`config.mk`:
```
export PLATFORM = sky130hd
export DESIGN_NAME = pulse_playback_engine
export DESIGN_NICKNAME = d
export VERILOG_FILES = /design/src/rtl/pulse_playback_engine.sv
export SDC_FILE = /design/constraint.sdc
export NUM_CORES = 2
export LEC_CHECK = 0
export CORE_MARGIN = 4
export CORE_UTILIZATION = 30
export CTS_CLUSTER_SIZE = 16
export DETAILED_ROUTE_END_ITERATION = 7
export DONT_BUFFER_PORTS = 1
export HOLD_SLACK_MARGIN = 0.03
export PLACE_DENSITY = 0.44
export SLEW_MARGIN = 20
export SYNTH_ARGS = -nofsm -noshare
export SYNTH_HDL_FRONTEND = slang
export SYNTH_SLANG_ARGS = --single-unit
```
`constraint.sdc`:
```
create_clock -name clk -period 6.7 [get_ports clk]
set_input_delay 0.67 -clock clk [delete_from_list [all_inputs] [get_ports clk]]
set_output_delay 0.67 -clock clk [all_outputs]
set_load 0.05 [all_outputs]
```
`src/rtl/pulse_playback_engine.sv`:
```
// Pulse playback engine: accepts one pulse command (address, length, gain),
// prefetches IQ envelope samples from a synchronous waveform RAM, scales each
// half by a signed Q1.15 gain with round-half-up and saturation, and streams
// the results through a small output FIFO on a valid/ready interface.
module pulse_playback_engine #(
  parameter int DATA_W     = 32,
  parameter int ADDR_W     = 10,
  parameter int LEN_W      = 10,
  parameter int FIFO_DEPTH = 4
) (
  input  logic              clk,
  input  logic              rst_n,
  input  logic              cmd_valid,
  output logic              cmd_ready,
  input  logic [ADDR_W-1:0] cmd_addr,
  input  logic [LEN_W-1:0]  cmd_len,
  input  logic [15:0]       cmd_gain,
  input  logic              abort,
  output logic              mem_en,
  output logic [ADDR_W-1:0] mem_addr,
  input  logic [DATA_W-1:0] mem_rdata,
  output logic [DATA_W-1:0] iq_sample,
  output logic              valid_iq,
  output logic              last_iq,
  input  logic              ready_iq,
  output logic              busy,
  output logic              done
);

  localparam int HALF_W = DATA_W / 2;
  localparam int PROD_W = HALF_W + 16;
  localparam int PTR_W  = $clog2(FIFO_DEPTH);
  localparam int CNT_W  = PTR_W + 1;

  localparam logic signed [PROD_W-1:0] ROUND = PROD_W'(16384);
  localparam logic signed [PROD_W-1:0] MAXV  = PROD_W'((1 << (HALF_W - 1)) - 1);
  localparam logic signed [PROD_W-1:0] MINV  = -PROD_W'(1 << (HALF_W - 1));

  typedef enum logic [1:0] {
    S_IDLE,
    S_RUN,
    S_DRAIN
  } state_t;

  state_t              state_q, state_d;
  logic [ADDR_W-1:0]   addr_q;
  logic [LEN_W-1:0]    left_q;      // reads still to be issued
  logic signed [15:0]  gain_q;
  logic                rd_vld_q;    // a read issued last cycle returns now
  logic                rd_last_q;   // that read was the command's final sample
  logic                done_q;

  logic [DATA_W:0]     fifo_mem [FIFO_DEPTH];  // {last, sample}
  logic [PTR_W-1:0]    wr_ptr_q, rd_ptr_q;
  logic [CNT_W-1:0]    count_q;

  logic                cmd_fire, rd_fire, push, pop, final_pop, credit_ok;
  logic [CNT_W-1:0]    occupancy;
  logic [DATA_W:0]     head;
  logic [DATA_W-1:0]   scaled;

  // Q1.15 scaling of one signed half: round half up, then saturate.
  function automatic logic [HALF_W-1:0] scale_half(input logic signed [HALF_W-1:0] h,
                                                   input logic signed [15:0]       g);
    logic signed [PROD_W-1:0] p;
    logic signed [PROD_W-1:0] r;
    p = PROD_W'(h) * PROD_W'(g);
    r = (p + ROUND) >>> 15;
    if (r > MAXV)      r = MAXV;
    else if (r < MINV) r = MINV;
    return r[HALF_W-1:0];
  endfunction

  assign scaled = {scale_half(mem_rdata[DATA_W-1:HALF_W], gain_q),
                   scale_half(mem_rdata[HALF_W-1:0], gain_q)};

  // Credit counts both buffered samples and the read still in flight.
  assign occupancy = count_q + CNT_W'(rd_vld_q);
  assign credit_ok = occupancy < CNT_W'(FIFO_DEPTH);

  assign head      = fifo_mem[rd_ptr_q];
  assign valid_iq  = rst_n && (count_q != '0);
  assign iq_sample = valid_iq ? head[DATA_W-1:0] : '0;
  assign last_iq   = valid_iq && head[DATA_W];
  assign pop       = valid_iq && ready_iq;
  assign push      = rd_vld_q;
  assign final_pop = pop && head[DATA_W];

  assign cmd_ready = rst_n && (state_q == S_IDLE) && !abort;
  assign cmd_fire  = cmd_valid && cmd_ready;
  assign mem_en    = rd_fire;
  assign mem_addr  = addr_q;
  assign busy      = (state_q != S_IDLE);
  assign done      = done_q;

  // Next-state and read-issue decode.
  always_comb begin
    // NOTE: every output of this block gets a default first so no path infers a latch.
    state_d = state_q;
    rd_fire = 1'b0;
    unique case (state_q)
      S_IDLE:  if (cmd_fire && (cmd_len != '0)) state_d = S_RUN;
      S_RUN: begin
        rd_fire = credit_ok;
        if (credit_ok && (left_q == LEN_W'(1))) state_d = S_DRAIN;
      end
      S_DRAIN: if (final_pop) state_d = S_IDLE;
      default: state_d = S_IDLE;
    endcase
    if (abort) state_d = S_IDLE;
  end

  // State, command registers, read tracking and completion pulse.
  always_ff @(posedge clk) begin
    // NOTE: non-blocking assignments so every register samples pre-edge values.
    if (!rst_n) begin
      state_q   <= S_IDLE;
      addr_q    <= '0;
      left_q    <= '0;
      gain_q    <= '0;
      rd_vld_q  <= 1'b0;
      rd_last_q <= 1'b0;
      done_q    <= 1'b0;
    end else begin
      state_q   <= state_d;
      rd_vld_q  <= rd_fire && !abort;
      rd_last_q <= rd_fire && (left_q == LEN_W'(1));
      done_q    <= !abort && ((cmd_fire && (cmd_len == '0)) ||
                              ((state_q == S_DRAIN) && final_pop));
      if (cmd_fire) begin
        addr_q <= cmd_addr;
        left_q <= cmd_len;
        gain_q <= cmd_gain;
      end else if (rd_fire) begin
        addr_q <= addr_q + 1'b1;  // wraps modulo 2^ADDR_W
        left_q <= left_q - 1'b1;
      end
    end
  end

  // FIFO pointers and occupancy; abort flushes alongside reset.
  always_ff @(posedge clk) begin
    if (!rst_n || abort) begin
      wr_ptr_q <= '0;
      rd_ptr_q <= '0;
      count_q  <= '0;
    end else begin
      if (push) wr_ptr_q <= wr_ptr_q + 1'b1;
      if (pop)  rd_ptr_q <= rd_ptr_q + 1'b1;
      unique case ({push, pop})
        2'b10:   count_q <= count_q + CNT_W'(1);
        2'b01:   count_q <= count_q - CNT_W'(1);
        default: count_q <= count_q;
      endcase
    end
  end

  // FIFO storage: returned RAM data is scaled and written the cycle it arrives.
  always_ff @(posedge clk) begin
    // NOTE: storage is not reset; the count gates every read of it.
    if (push) fifo_mem[wr_ptr_q] <= {rd_last_q, scaled};
  end

endmodule

```
-- Word-level counts from Yosys, hierarchy flattened
Memories as Yosys holds them, arrays and structs flattened. A register that Yosys moved wholly into a read port is not among the register bits.
Index checks and enable logic that the tools add are counted.
- equality and inequality tests: 8
- magnitude comparators: 5
- reductions and logical operators: 27
- bitwise gates (word level): 1
- add/sub/neg operators: 9
- muxes and demuxes: 19
- multiply operators: 2
- operators by type and width (cell ; count):
    adder 32 x 16 -> 32 bit (second input constant) ; 2
    multiplier 16 x 16 -> 32 bit ; 2
    two-way mux 16 bit ; 4
    two-way mux 10 bit ; 4
    greater-than comparator 17 x 16 -> 1 bit (second input constant) ; 2
    < comparator 17 x 16 -> 1 bit (second input constant) ; 2
    two-way mux 32 bit ; 1
    logical AND 1 bit ; 14
    adder 10 x 1 -> 10 bit (second input constant) ; 1
    equality test 10 x 1 -> 1 bit (second input constant) ; 1
    logical NOT 10 bit ; 1
    two-way mux 2 bit ; 5
    nonzero test 10 bit ; 1
    subtractor 10 x 1 -> 10 bit (second input constant) ; 1
    one-hot mux 2 bit (3 select lines) ; 1
    one-hot mux 3 bit (2 select lines) ; 1
    nonzero test 2 bit ; 3
    adder 2 x 1 -> 2 bit (second input constant) ; 2
    equality test 2 x 1 -> 1 bit (second input constant) ; 2
    equality test 2 bit (second input constant) ; 2
    != test 2 bit (second input constant) ; 2
    adder 3 x 1 -> 3 bit ; 1
    adder 3 x 1 -> 3 bit (second input constant) ; 1
    < comparator 3 bit (second input constant) ; 1
    10 further kinds ; 14
- logic and storage cells: 82
- bits in writable memories: 132
- memories: 1
- bits in registers: 48
- output and inout port bits: 48
- memory list (memory ; words ; width ; read ports ; clocked after Yosys merged registers in ; wr ports ; RTL line ; text):
    fifo_mem ; 4 ; 33 ; 1 ; 1 ; 1 ; 53 ; logic [DATA_W:0] fifo_mem [FIFO_DEPTH];

-- Logic depth before layout (Yosys ltp)
- depth in word-level cells: 7
- mapped depth: 25
- mapped depth without buffers: 21

-- Worst setup path before layout
Ideal clock, no wire load.
- path kind: input -> register
- start: input port mem_rdata[15]
- end: memory fifo_mem[0][10] in the netlist's numbering (data pin)
- data arrival time: 6.867 ns
- setup time: 0.268 ns
- stages on the path: 22
- path slack: -0.435 ns
- buffers on the path: 3
- path through: clkbuf_1 -> nand2_1 -> inv_1 -> fa_1 -> fa_1 -> fa_1 -> fa_1 -> fa_1 -> inv_1 -> fa_1 -> inv_1 -> ha_1 -> a21o_1 -> a21oi_1 -> nor2_1 -> o21a_1 -> or3_4 -> o2111ai_1 -> or4b_1 -> buf_2 -> buf_6 -> maj3_2
- word-level cells in the longest chain between the ends: 5
- elaborated cells on any way between the ends: 6
- ends and longest elaborated chain (element ; RTL line ; text):
    start, declared ; 21 ; input logic [DATA_W-1:0] mem_rdata,
    multiplier 16 x 16 -> 32 bit * ; 67 ; p = PROD_W'(h) * PROD_W'(g);
    adder 32 x 16 -> 32 bit * ; 68 ; r = (p + ROUND) >>> 15;
    < comparator 17 x 16 -> 1 bit ; 70 ; else if (r < MINV) r = MINV;
    two-way mux 16 bit ; 70 ;
    two-way mux 16 bit * ; 69 ; if (r > MAXV) r = MAXV;
    named net scaled[10] ; 60 ; logic [DATA_W-1:0] scaled;
    end, declared ; 53 ;
The timed path passes the listed nets; every way through them passes the cells marked *.

-- Worst setup path in the final report
- start: register gain_q[4]
- end: memory fifo_mem[3][1] in the netlist's numbering (data pin)
- word-level cells in the longest chain between the ends: 5
- elaborated cells on any way between the ends: 6
- ends and longest elaborated chain (element ; RTL line ; text):
    start, declared ; 48 ; logic signed [15:0] gain_q;
    start signal, assigned ; 133 ; gain_q <= cmd_gain;
    multiplier 16 x 16 -> 32 bit * ; 67 ;
    adder 32 x 16 -> 32 bit * ; 68 ;
    < comparator 17 x 16 -> 1 bit ; 70 ;
    two-way mux 16 bit ; 70 ;
    two-way mux 16 bit * ; 69 ;
    named net scaled[1] ; 60 ;
Marks and branches as above.

==> flow_summary.toml <==
[timing]
final.setup.tns_ns = 0
finalSetupViolCount = 0
slew_headroom_pct = 29.7
fin_crit_sh_pct = 99.9
min_period_ns = 6.70
report.final.slew_viol_count = 0
finClkSkew_ns = 0.0188
finalHoldViolCount = 0
rsz0062_at_grt = "yes"
fmax_ghz = 0.149
worst_pin_slew_ns = 1.05

[yosys]
syn_area_per_cell_um2 = 10.1
ys.flop_type = "edfxtp_1"
synth-seq-cells = 182
synth.top_cell.area_share_pct = 39.5
syn_nets = 3394
synth_seq_area_share_pct = 18.6
synth.cell_area_um2 = 26600
yosys_warnings = 0
synth_cell_types = 68
synthArstFlopShare_pct = 0
synthCells = 2634
post-synth-top-count-cell = "inv_1"
synth_edf_count = 132
yosys.area.top_type = "fa_1"
synth_common_cells = "inv_1 (591), fa_1 (525), nand2_1 (307)"
synthTopCellsByArea = "fa_1 (39%), edfxtp_1 (15%), inv_1 (8.3%)"

[pwr]
p_per_area_nw_per_um2 = 148
clock_power_share_pct = 22.1
vdd_drop_max_uv = 174
pwr-share-comb_pct = 46.8
p_int_w = 0.00293
p_sw_w = 0.00173
p_seq_share_pct = 31.1
switching_share_pct = 37.2
p_leak_nw = 14.5
power_w = 0.00465

[route]
detail_route.iter0.violations = 1106
dr.pass1.iters = 5
ant_nets = 0
via_per_inst = 4.62
vias = 18300
drc = 0
wl_per_cell_um = 19.4
routed_wirelength_mm = 76.5

[global_route]
grt_pass1_vias = 20000
grt_max_degree = 41
grt_use_met3_pct = 1.83
grt.busiest_layer = "met2"
grt_overflow = 0
grt_use_met2_pct = 27.6
antenna_found_initial = 1
track_usage_pct = 15.9
grt_first_pass_wirelength_mm = 116
grtUsageMet1_pct = 21.8

[floorplan]
start_util_pct = 30.2
num_rows = 109
dieArea_um2 = 93600
die_w_um = 306
core_area_um2 = 88200
die_h_um = 306
ios = 121

[placement]
gp_congestion = 0.841
dpl.hpwl_mm = 58.6
port_buffers = 0

[setup_path]
worstPathRequired_ns = 6.88
worst_path_max_delay_cell = "fa_2"
critical-path-max-stage-delay_ns = 0.63
rrSetupSlack_ns = 0.004
crit_path_end_kind = "register"
worstSetupPathType = "register to register"
cp_max_fo = 8
path_cells = "buf_12, buf_8, nand2_8, fa_1, inv_2, fa_2, buf_4, fa_1, fa_1, fa_1, fa_1, ha_4, buf_4, a21oi_2, nor2_1, o21a_1, or3_4, o2111ai_2, or4b_4, buf_12, maj3_2"
worst_ep_arrival_time_ns = 6.88
critPathMostFrequentCell = "fa_1"
worstSetupStartpointType = "register"

[layout]
fin_nets = 3533
final.fill_count = 8804
final_layout_size_suffix_gt1_share_pct = 16.5
multi_input_area_um2 = 19700
syn2layout_area_growth_pct = 18.0
final-seq-area_um2 = 5010

[clock_tree]
htreeDepth = 4
cts_buffers = 17
hold_buffers = 0
cts-root-buf = "clkbuf_16"
clkSinkCount = 182
insertion_delay_ns = 0.46
ctsLongestPathBuffers = 2
path_clk_slew_ns = 0.08
cts_tree = "built"

[min_path]
hold_path_class = "input pin to register"

[flow_run]
cap_viol_max_count = 0

[outcome]
status = "complete, no violations"
## area by class of cell
class,count,area share (%)
well taps,1165,4.64
clock inverters,14,0.530
diodes,2,0.0159
repair buffers,233,7.82
flip-flops and latches,182,15.9
multi-input cells,1747,62.6
inverters,592,7.08
clock buffers,18,1.43
## power groups by stage
stage                     clock (W)  combinational, W  sequential [W]
final                       0.00103           0.00218         0.00145
after global routing        0.00110           0.00244         0.00145
after CTS                   0.00106           0.00190         0.00145
after detailed placement          0           0.00186         0.00147
after global placement            0           0.00183         0.00147
after floorplan                   0           0.00122         0.00147
## critical path: cells and delay by family, from the launching register on
family,cells,cell delay [ns]
adders and majority gates,8,3.76
buffers and inverters,6,0.76
DFF,1,0.36
and+or+nand+nor,4,1.00
AOI/OAI and AO/OA,3,0.50
## cell usage in the layout (no fill, tap or decap), types with 36 or more instances in the layout
cell / instances
dfxtp_1: 36
buf_4: 176
edfxtp_1: 132
nor2_1: 60
fa_1: 501
ha_1: 142
inv_1: 580
xnor2_1: 40
and2_1: 272
a21oi_1: 64
nand2_1: 299
## state kept, by name (all words and copies together), names as in the netlist, named ones only
| name | count |
|---|---|
| left_q | 10 |
| rd_ptr_q | 2 |
| done | 1 |
| count_q | 3 |
| push | 1 |
| mem_addr | 10 |
| gain_q | 16 |
| wr_ptr_q | 2 |
| rd_last_q | 1 |
| state_q | 2 |
| fifo_mem | 132 |
## path summary, 6_finish.rpt
path / start / end / cells after the start
hold reg to reg: rd_last_q$_SDFF_PN0_ / fifo_mem[3][32]$_DFFE_PP_ / 0
setup reg to reg: gain_q[4]$_SDFFE_PN0P_ / fifo_mem[3][1]$_DFFE_PP_ / 21
setup / recovery: gain_q[4]$_SDFFE_PN0P_ / fifo_mem[3][1]$_DFFE_PP_ / 21
hold / removal: cmd_gain[6] / gain_q[6]$_SDFFE_PN0P_ / 2
## metal layers
| layer | vias to the layer above | part of all wire [%] |
|---|---|---|
| li1 | 8336 | - |
| met4 | 2 | 1.4 |
| met1 | 9589 | 47 |
| met2 | 302 | 48 |
| met3 | 45 | 3.8 |
| met5 | - | 0.017 |
## cell families after synthesis
logic type / after synthesis / synth area share [%]
mux: 35 / 2.87
simple gates: 742 / 13.9
fa+ha+maj: 702 / 47.7
xor+xnor: 56 / 1.84
buf+inv: 705 / 10.0
compound gates: 212 / 4.99
flops: 182 / 18.6
## through the flow
stage	cells	util [%]	setup slack (ns)	instance area (µm²)	hold slack, ns
floorplan	2634	-	0.00641	26800	0.438
global placement	3859	33.2	-0.302	29300	0.452
detailed placement	3859	33.2	-0.350	29300	0.463
CTS	3893	34.0	-0.0355	30000	0.314
global route	3951	35.6	-0.163	31400	0.332
finish	3953	35.6	0.00376	31400	0.339
## what timing repair did
| action | CTS | global route |
|---|---|---|
| setup endpoints to repair | 120 | 128 |
| buffers inserted | 2 | 43 |
| gates resized for setup | 25 | 157 |
| gates cloned | 0 | 14 |
| pin swaps | 6 | 80 |
(Power assumes the default switching activity.)
